**src/rtl/cordic_seq.sv**
```systemverilog
// cordic_seq: job sequencer between the APB register block and the shared
// iterative CORDIC core. Folds operands into the core's convergence range,
// runs one or two watchdog-guarded core passes and assembles the results.
//
// Handshakes: every pulse output (clear_control_bit, core_start, core_abort,
// sys_cordic_done) is high for exactly one cycle; core_done is only honoured
// in a WAIT state and its data (core_x/y/z) is taken in that same cycle.
module cordic_seq #(
   parameter int TIMEOUT = 64
) (
   input  logic        PCLK,
   input  logic        PRESET,
   input  logic [5:0]  CONTROL,
   input  logic [31:0] PROG_A,
   input  logic [31:0] PROG_B,
   input  logic [31:0] PROG_C,
   input  logic [4:0]  XYFRACBASE,
   input  logic [4:0]  PHASEFRACBASE,
   output logic        clear_control_bit,
   output logic        sys_cordic_done,
   output logic [31:0] cordic_out1,
   output logic [31:0] cordic_out2,
   output logic [31:0] cordic_out3,
   output logic [31:0] cordic_out4,
   output logic [31:0] cordic_out5,
   output logic [31:0] cordic_out6,
   output logic        core_start,
   output logic        core_mode,
   output logic [31:0] core_x0,
   output logic [31:0] core_y0,
   output logic [31:0] core_z0,
   output logic        core_abort,
   input  logic        core_done,
   input  logic [31:0] core_x,
   input  logic [31:0] core_y,
   input  logic [31:0] core_z,
   output logic [2:0]  dbg_state
);

   typedef enum logic [2:0] {
      S_IDLE, S_LAUNCH1, S_WAIT1, S_LAUNCH2, S_WAIT2, S_DONE
   } state_t;

   typedef struct packed {
      logic        f;
      logic [31:0] x;
      logic [31:0] y;
      logic [31:0] z;
   } ops_t;

   // pi/2 in Q28; scaled down for smaller phase formats
   localparam logic [31:0] HP_Q28  = 32'h1921FB54;
   localparam logic [15:0] WD_LAST = 16'(TIMEOUT - 1);

   // Rotate-mode quarter-turn fold; subtraction from zero wraps 0x80000000 onto itself
   function automatic ops_t fold_rot(input logic [31:0] x, input logic [31:0] y,
                                     input logic [31:0] z, input logic [31:0] hp);
      ops_t r;
      r.f = 1'b0; r.x = x; r.y = y; r.z = z;
      if ($signed(z) > $signed(hp)) begin
         r.f = 1'b1; r.x = 32'd0 - y; r.y = x; r.z = z - hp;
      end else if ($signed(z) < $signed(32'd0 - hp)) begin
         r.f = 1'b1; r.x = y; r.y = 32'd0 - x; r.z = z + hp;
      end
      return r;
   endfunction

   // Vector-mode half-turn fold; the pi offset sign follows the original y
   function automatic ops_t fold_vec(input logic [31:0] x, input logic [31:0] y,
                                     input logic [31:0] pi);
      ops_t r;
      r.f = x[31]; r.x = x; r.y = y; r.z = 32'd0;
      if (x[31]) begin
         r.x = 32'd0 - x;
         r.y = 32'd0 - y;
         r.z = y[31] ? (32'd0 - pi) : pi;
      end
      return r;
   endfunction

   function automatic logic [15:0] sat_inc(input logic [15:0] v);
      return (v == 16'hFFFF) ? v : v + 16'd1;
   endfunction

   state_t      state_q, state_d;
   logic        clr_q, clr_d, abort_q, abort_d, mode_q, mode_d;
   logic        fold1_q, fold1_d, fold2_q, fold2_d;
   logic [2:0]  op_q, op_d;
   logic [31:0] c_q, c_d, hp_q, hp_d;
   logic [31:0] x0_q, x0_d, y0_q, y0_d, z0_q, z0_d, p1x_q, p1x_d, p1z_q, p1z_d;
   logic [15:0] wd_q, wd_d, cyc_q, cyc_d;
   logic [31:0] out1_q, out1_d, out2_q, out2_d, out3_q, out3_d;
   logic [31:0] out4_q, out4_d, out5_q, out5_d, out6_q, out6_d;
   logic        finish, tmo;
   logic [4:0]  pfb;
   logic [31:0] hp_now;
   ops_t        fo;

   // Next-state, operand folding and result assembly
   always_comb begin
      state_d = state_q; clr_d = 1'b0; abort_d = 1'b0; mode_d = mode_q;
      fold1_d = fold1_q; fold2_d = fold2_q; op_d = op_q; c_d = c_q; hp_d = hp_q;
      x0_d = x0_q; y0_d = y0_q; z0_d = z0_q; p1x_d = p1x_q; p1z_d = p1z_q;
      wd_d = wd_q; cyc_d = cyc_q;
      out1_d = out1_q; out2_d = out2_q; out3_d = out3_q;
      out4_d = out4_q; out5_d = out5_q; out6_d = out6_q;
      finish = 1'b0; tmo = 1'b0; fo = '0;
      pfb    = (PHASEFRACBASE > 5'd28) ? 5'd28 : PHASEFRACBASE;
      hp_now = HP_Q28 >> (5'd28 - pfb);
      case (state_q)
         S_IDLE: begin
            if (CONTROL[0]) begin
               clr_d = 1'b1; op_d = CONTROL[3:1]; c_d = PROG_C; hp_d = hp_now;
               fold2_d = 1'b0; p1x_d = 32'd0; p1z_d = 32'd0; wd_d = 16'd0; cyc_d = 16'd0;
               if (CONTROL[3]) begin
                  state_d = S_DONE;
                  out1_d = 32'd0; out2_d = 32'd0; out3_d = 32'd0;
                  out4_d = 32'd0; out5_d = 32'd0; out6_d = 32'h4000_0000;
               end else begin
                  case (CONTROL[2:1])
                     2'b00:   fo = fold_rot(PROG_A, PROG_B, PROG_C, hp_now);
                     2'b10:   fo = fold_rot(32'd1 << XYFRACBASE, 32'd0, PROG_A, hp_now);
                     default: fo = fold_vec(PROG_A, PROG_B, hp_now << 1);
                  endcase
                  x0_d = fo.x; y0_d = fo.y; z0_d = fo.z; fold1_d = fo.f;
                  mode_d = CONTROL[1];
                  state_d = S_LAUNCH1;
               end
            end
         end
         S_LAUNCH1, S_LAUNCH2: begin
            wd_d = 16'd0;
            cyc_d = sat_inc(cyc_q);
            state_d = (state_q == S_LAUNCH1) ? S_WAIT1 : S_WAIT2;
         end
         S_WAIT1, S_WAIT2: begin
            wd_d = wd_q + 16'd1;
            cyc_d = sat_inc(cyc_q);
            if (core_done) begin
               if (state_q == S_WAIT1 && op_q[1:0] == 2'b11) begin
                  // POLAR2: second pass rotates the pass-1 magnitude by angle + C
                  fo = fold_rot(core_x, 32'd0, core_z + c_q, hp_q);
                  p1x_d = core_x; p1z_d = core_z;
                  x0_d = fo.x; y0_d = fo.y; z0_d = fo.z; fold2_d = fo.f;
                  mode_d = 1'b0;
                  state_d = S_LAUNCH2;
               end else begin
                  finish = 1'b1;
               end
            end else if (wd_q + 16'd1 == WD_LAST) begin
               finish = 1'b1;
               tmo = 1'b1;
            end
         end
         S_DONE:  state_d = S_IDLE;
         default: state_d = S_IDLE;
      endcase
      if (finish) begin
         state_d = S_DONE;
         abort_d = tmo;
         out1_d = tmo ? 32'd0 : core_x;
         out2_d = tmo ? 32'd0 : core_y;
         out3_d = tmo ? 32'd0 : core_z;
         out4_d = p1x_q;
         out5_d = p1z_q;
         out6_d = {tmo, 1'b0, fold1_q, fold2_q, 12'd0, sat_inc(cyc_q)};
      end
   end

   // State and datapath registers with synchronous reset
   always_ff @(posedge PCLK) begin
      if (PRESET) begin
         state_q <= S_IDLE; clr_q <= 1'b0; abort_q <= 1'b0; mode_q <= 1'b0;
         fold1_q <= 1'b0; fold2_q <= 1'b0; op_q <= 3'd0; c_q <= 32'd0; hp_q <= 32'd0;
         x0_q <= 32'd0; y0_q <= 32'd0; z0_q <= 32'd0; p1x_q <= 32'd0; p1z_q <= 32'd0;
         wd_q <= 16'd0; cyc_q <= 16'd0;
         out1_q <= 32'd0; out2_q <= 32'd0; out3_q <= 32'd0;
         out4_q <= 32'd0; out5_q <= 32'd0; out6_q <= 32'd0;
      end else begin
         state_q <= state_d; clr_q <= clr_d; abort_q <= abort_d; mode_q <= mode_d;
         fold1_q <= fold1_d; fold2_q <= fold2_d; op_q <= op_d; c_q <= c_d; hp_q <= hp_d;
         x0_q <= x0_d; y0_q <= y0_d; z0_q <= z0_d; p1x_q <= p1x_d; p1z_q <= p1z_d;
         wd_q <= wd_d; cyc_q <= cyc_d;
         out1_q <= out1_d; out2_q <= out2_d; out3_q <= out3_d;
         out4_q <= out4_d; out5_q <= out5_d; out6_q <= out6_d;
      end
   end

   assign clear_control_bit = clr_q;
   assign sys_cordic_done   = (state_q == S_DONE);
   assign core_start        = (state_q == S_LAUNCH1) || (state_q == S_LAUNCH2);
   assign core_abort        = abort_q;
   assign core_mode         = mode_q;
   assign core_x0           = x0_q;
   assign core_y0           = y0_q;
   assign core_z0           = z0_q;
   assign cordic_out1       = out1_q;
   assign cordic_out2       = out2_q;
   assign cordic_out3       = out3_q;
   assign cordic_out4       = out4_q;
   assign cordic_out5       = out5_q;
   assign cordic_out6       = out6_q;
   assign dbg_state         = state_q;

endmodule

```
**config.mk**
```make
export PLATFORM = sky130hd
export DESIGN_NAME = cordic_seq
export DESIGN_NICKNAME = d
export VERILOG_FILES = /design/src/rtl/cordic_seq.sv
export SDC_FILE = /design/constraint.sdc
export NUM_CORES = 2
export LEC_CHECK = 0
export CORE_MARGIN = 2
export CORE_UTILIZATION = 55
export CTS_CLUSTER_SIZE = 14
export DETAILED_ROUTE_END_ITERATION = 10
export GPL_ROUTABILITY_DRIVEN = 0
export PLACE_DENSITY_LB_ADDON = 0.08
export SLEW_MARGIN = 15
export SYNTH_ARGS = -nofsm -noshare
export SYNTH_HDL_FRONTEND = slang
export SYNTH_SLANG_ARGS = --single-unit
export TNS_END_PERCENT = 1
```
**constraint.sdc**
```tcl
create_clock -name PCLK -period 9.2 [get_ports PCLK]
set_input_delay 0.92 -clock PCLK [delete_from_list [all_inputs] [get_ports PCLK]]
set_output_delay 0.92 -clock PCLK [all_outputs]
set_load 0.1 [all_outputs]
```
==> impl_results.md <==
* Status: finished, final reports clean
* NumNets Final at 6172
* Period Utilization, post-route at 88.1%
* Dominant cells by area after synthesis: dfxtp_1 (23%), ha_1 (10%), a21oi_1 (6.8%)
* Max-cap violations at 0
* Startpoint Class: input pin
* Max FO, Critical Path at 19
* Die X at 271 um
* Cell-internal power at 5230 uW
* Worst Hold Class: reg2reg
* DR vias at 44300
* Post-CTS Setup Repair Bufs at 0
* Reg area at 8870 um^2
* Net Switching at 5340 uW
* Root Driver: clkbuf_16
* Clock power frac at 20.1%
* Sw frac at 50.5%
* Seq pwr share at 22.2%
* Core area at 70300 um^2
* Setup WS post-layout at 1090 ps
* WHS at 451 ps
* Met2 routed WL at 64600 um
* DP HPWL at 120000 um
* H-tree levels at 2
* DRC at 0
* Final Max Slew Viols at 0
* Drt first-iter violations at 6457
* Static Leak at 0.0180 uW
* Synthesized cell area at 39100 um^2
* Sink Count at 443
* Ys flop type: dfxtp_1
* GRT Util Overall at 41.4%
* Vias/cell at 6.69
* Flops & latches, synth at 443
* Initial DRT Pass Iterations at 9
* Synth Warn # at 0
* Reg clk slew, reported paths at 60 ps
* Dpl ws at 651 ps
* Clk_skew at 70.1 ps
* Final setup vio count at 0
* DRT antenna net count at 0
* Met3 wire length at 22200 um
* Critical path type: in2reg
* PD cells at 228 nW/um^2
* CP Capture Type: register
* Max incr delay on CP at 530 ps
* Skew-Pair Late Insertion Delay at 640 ps
* Max transition margin at 15.7%
* Filler instances at 6174
* Die ar. at 73300 um^2
* Worst Path Arrival at 8630 ps
* Max rail drop VDD at 0.162 mV
* Critical Path RT at 9730 ps
* Vias in the first global route at 39700
* Sum Neg Setup Slack at 0 ps
* Slew @ Worst Pin at 1260 ps
* Layout area overhead at 18.6%
* Ys async rst share at 0%
* Avg Inst Size Synth at 7.25 um^2
* Hold Vio Cnt, Final at 0
* Share of cells above drive strength 1 at 5.57%
* Slowest-stage cell, CP: xnor2_4
* Seq/Total Area, Yosys at 22.7%
* Routed WL at 161000 um
* First-pass GRT wire length at 239000 um
* Multi-input gate area at 27900 um^2
* CTS Hold Buffers Added at 0
* Post-Route M1 WL at 61800 um
* RSZ-0062 raised after global routing: no
* Min Tclk post-route at 8110 ps
* FMAX at 123 MHz
* Initial Util at 55.7%
* CTS tree: built
* Number of flops mapped to enable cells by yosys at 0
* Netlist cell types at 113
* Post-synth top area cell: dfxtp_1
* Combinational share of power at 57.6%
* Routed wire length per instance at 24.3 um
* # port buffers at 492
* Area share of the leading cell type in the synthesized netlist at 22.7%
* Max clock buf depth at 3
* IO Pins at 507
* Post_cts resized at 0
* Row count at 97
* Most frequent CP cell: ha_1
* Max layer used: met5
* Gr ovfl total at 0
* Die Y at 271 um
* Initial antenna violation count at 3
* Synth Instances at 5396
* CTS Buf Count at 50
* Largest net degree at the start of global routing at 191
final timing paths:
| path | startpoint | to | depth (start not counted) | slack [ps] |
|---|---|---|---|---|
| worst min-delay path | p1z_q[22] | p1z_q[22] | 2 | 450 |
| worst max register to register | c_q[0] | core_y0[12] | 26 | 1670 |
| worst min register to register | p1z_q[22] | p1z_q[22] | 2 | 450 |
| worst max-delay path | PHASEFRACBASE[4] | core_z0[9] | 30 | 1090 |
logic make-up after synthesis:
| family | synth area share [%] |
|---|---|
| xor gates and xnor gates | 5.67 |
| other | 0.00958 |
| muxes | 1.05 |
| buffers and inverters | 6.55 |
| adders and majority gates | 10.5 |
| DFF | 22.7 |
| AOI/OAI and AO/OA | 31.8 |
| and+or+nand+nor | 21.8 |
final cells by class:
cell class	instances	area share, %
clock inverter	18	0.760
tap	940	2.53
inverter	200	1.62
timing repair buffer	622	12.9
antenna	1	0.00539
multi-input combinational	4323	60.1
clock buffer	72	3.02
sequential	443	19.1
state kept, by name, indices dropped and copies added (netlist names), 2 cells and up:
register / count
p1z_q: 32
dbg_state: 3
cordic_out1: 32
wd_q: 16
core_y0: 32
hp_q: 29
cordic_out4: 32
cordic_out5: 32
cordic_out3: 32
cordic_out6: 20
p1x_q: 32
core_x0: 32
op_q: 2
cordic_out2: 32
core_z0: 32
c_q: 32
cyc_q: 16
routing by layer:
metal	vias to the layer above	GRT usage (%)
met5	-	0
met4	4	24.7
met3	634	12.1
met2	3088	59.9
met1	20400	54.2
li1	20200	-
synth_stat cells, types with 29 or more instances:
library cell / count
or3_1: 70
o21ai_0: 323
nand2_1: 536
nor2b_1: 55
a31oi_1: 79
nand3_1: 165
a21oi_1: 528
o21a_1: 40
buf_2: 31
inv_1: 194
o221ai_1: 29
nand2b_1: 61
a21o_1: 69
xnor2_1: 191
xor2_1: 56
nor4_1: 41
clkbuf_1: 357
o31ai_1: 46
a221oi_1: 71
a22oi_1: 205
dfxtp_1: 443
ha_1: 314
nor2_1: 586
nor3_1: 120
o21bai_1: 46
and2_1: 36
a211oi_1: 72
a221o_1: 38
o211ai_1: 56
placed cells by master (no fill, tap or decap), types with 71 or more instances in the layout:
| cell type | instances |
|---|---|
| a211oi_1 | 71 |
| a21oi_1 | 526 |
| a221oi_1 | 71 |
| a22oi_1 | 205 |
| a31oi_1 | 77 |
| buf_4 | 122 |
| clkdlybuf4s50_1 | 488 |
| dfxtp_1 | 443 |
| ha_1 | 314 |
| inv_1 | 193 |
| nand2_1 | 534 |
| nand3_1 | 165 |
| nor2_1 | 583 |
| nor3_1 | 119 |
| o21ai_0 | 323 |
| xnor2_1 | 191 |
metrics by stage:
step / area, um^2 / power, uW / std cells / util, %
after global placement: 44700 / 8190 / 6528 / 63.6
final: 46400 / 10600 / 6619 / 66.1
after floorplan: 39200 / 6560 / 5407 / -
after CTS: 46400 / 10400 / 6618 / 66.1
after detailed placement: 44700 / 8250 / 6528 / 63.6
after global routing: 46400 / 11000 / 6619 / 66.1
critical path: cells and delay by family:
| family | cells | cell delay, ps |
|---|---|---|
| AOI/OAI and AO/OA | 12 | 2910 |
| xor gates and xnor gates | 2 | 770 |
| adders and majority gates | 4 | 1170 |
| buffers and inverters | 4 | 1050 |
| and+or+nand+nor | 8 | 1790 |
power groups by stage:
stage,logic [uW],registers [uW],clock network [uW]
finish,6090,2350,2130
global route,6410,2370,2230
CTS,5900,2340,2150
detailed placement,5870,2380,0
global placement,5820,2370,0
floorplan,3090,3460,0
(Power assumes the default switching activity.)
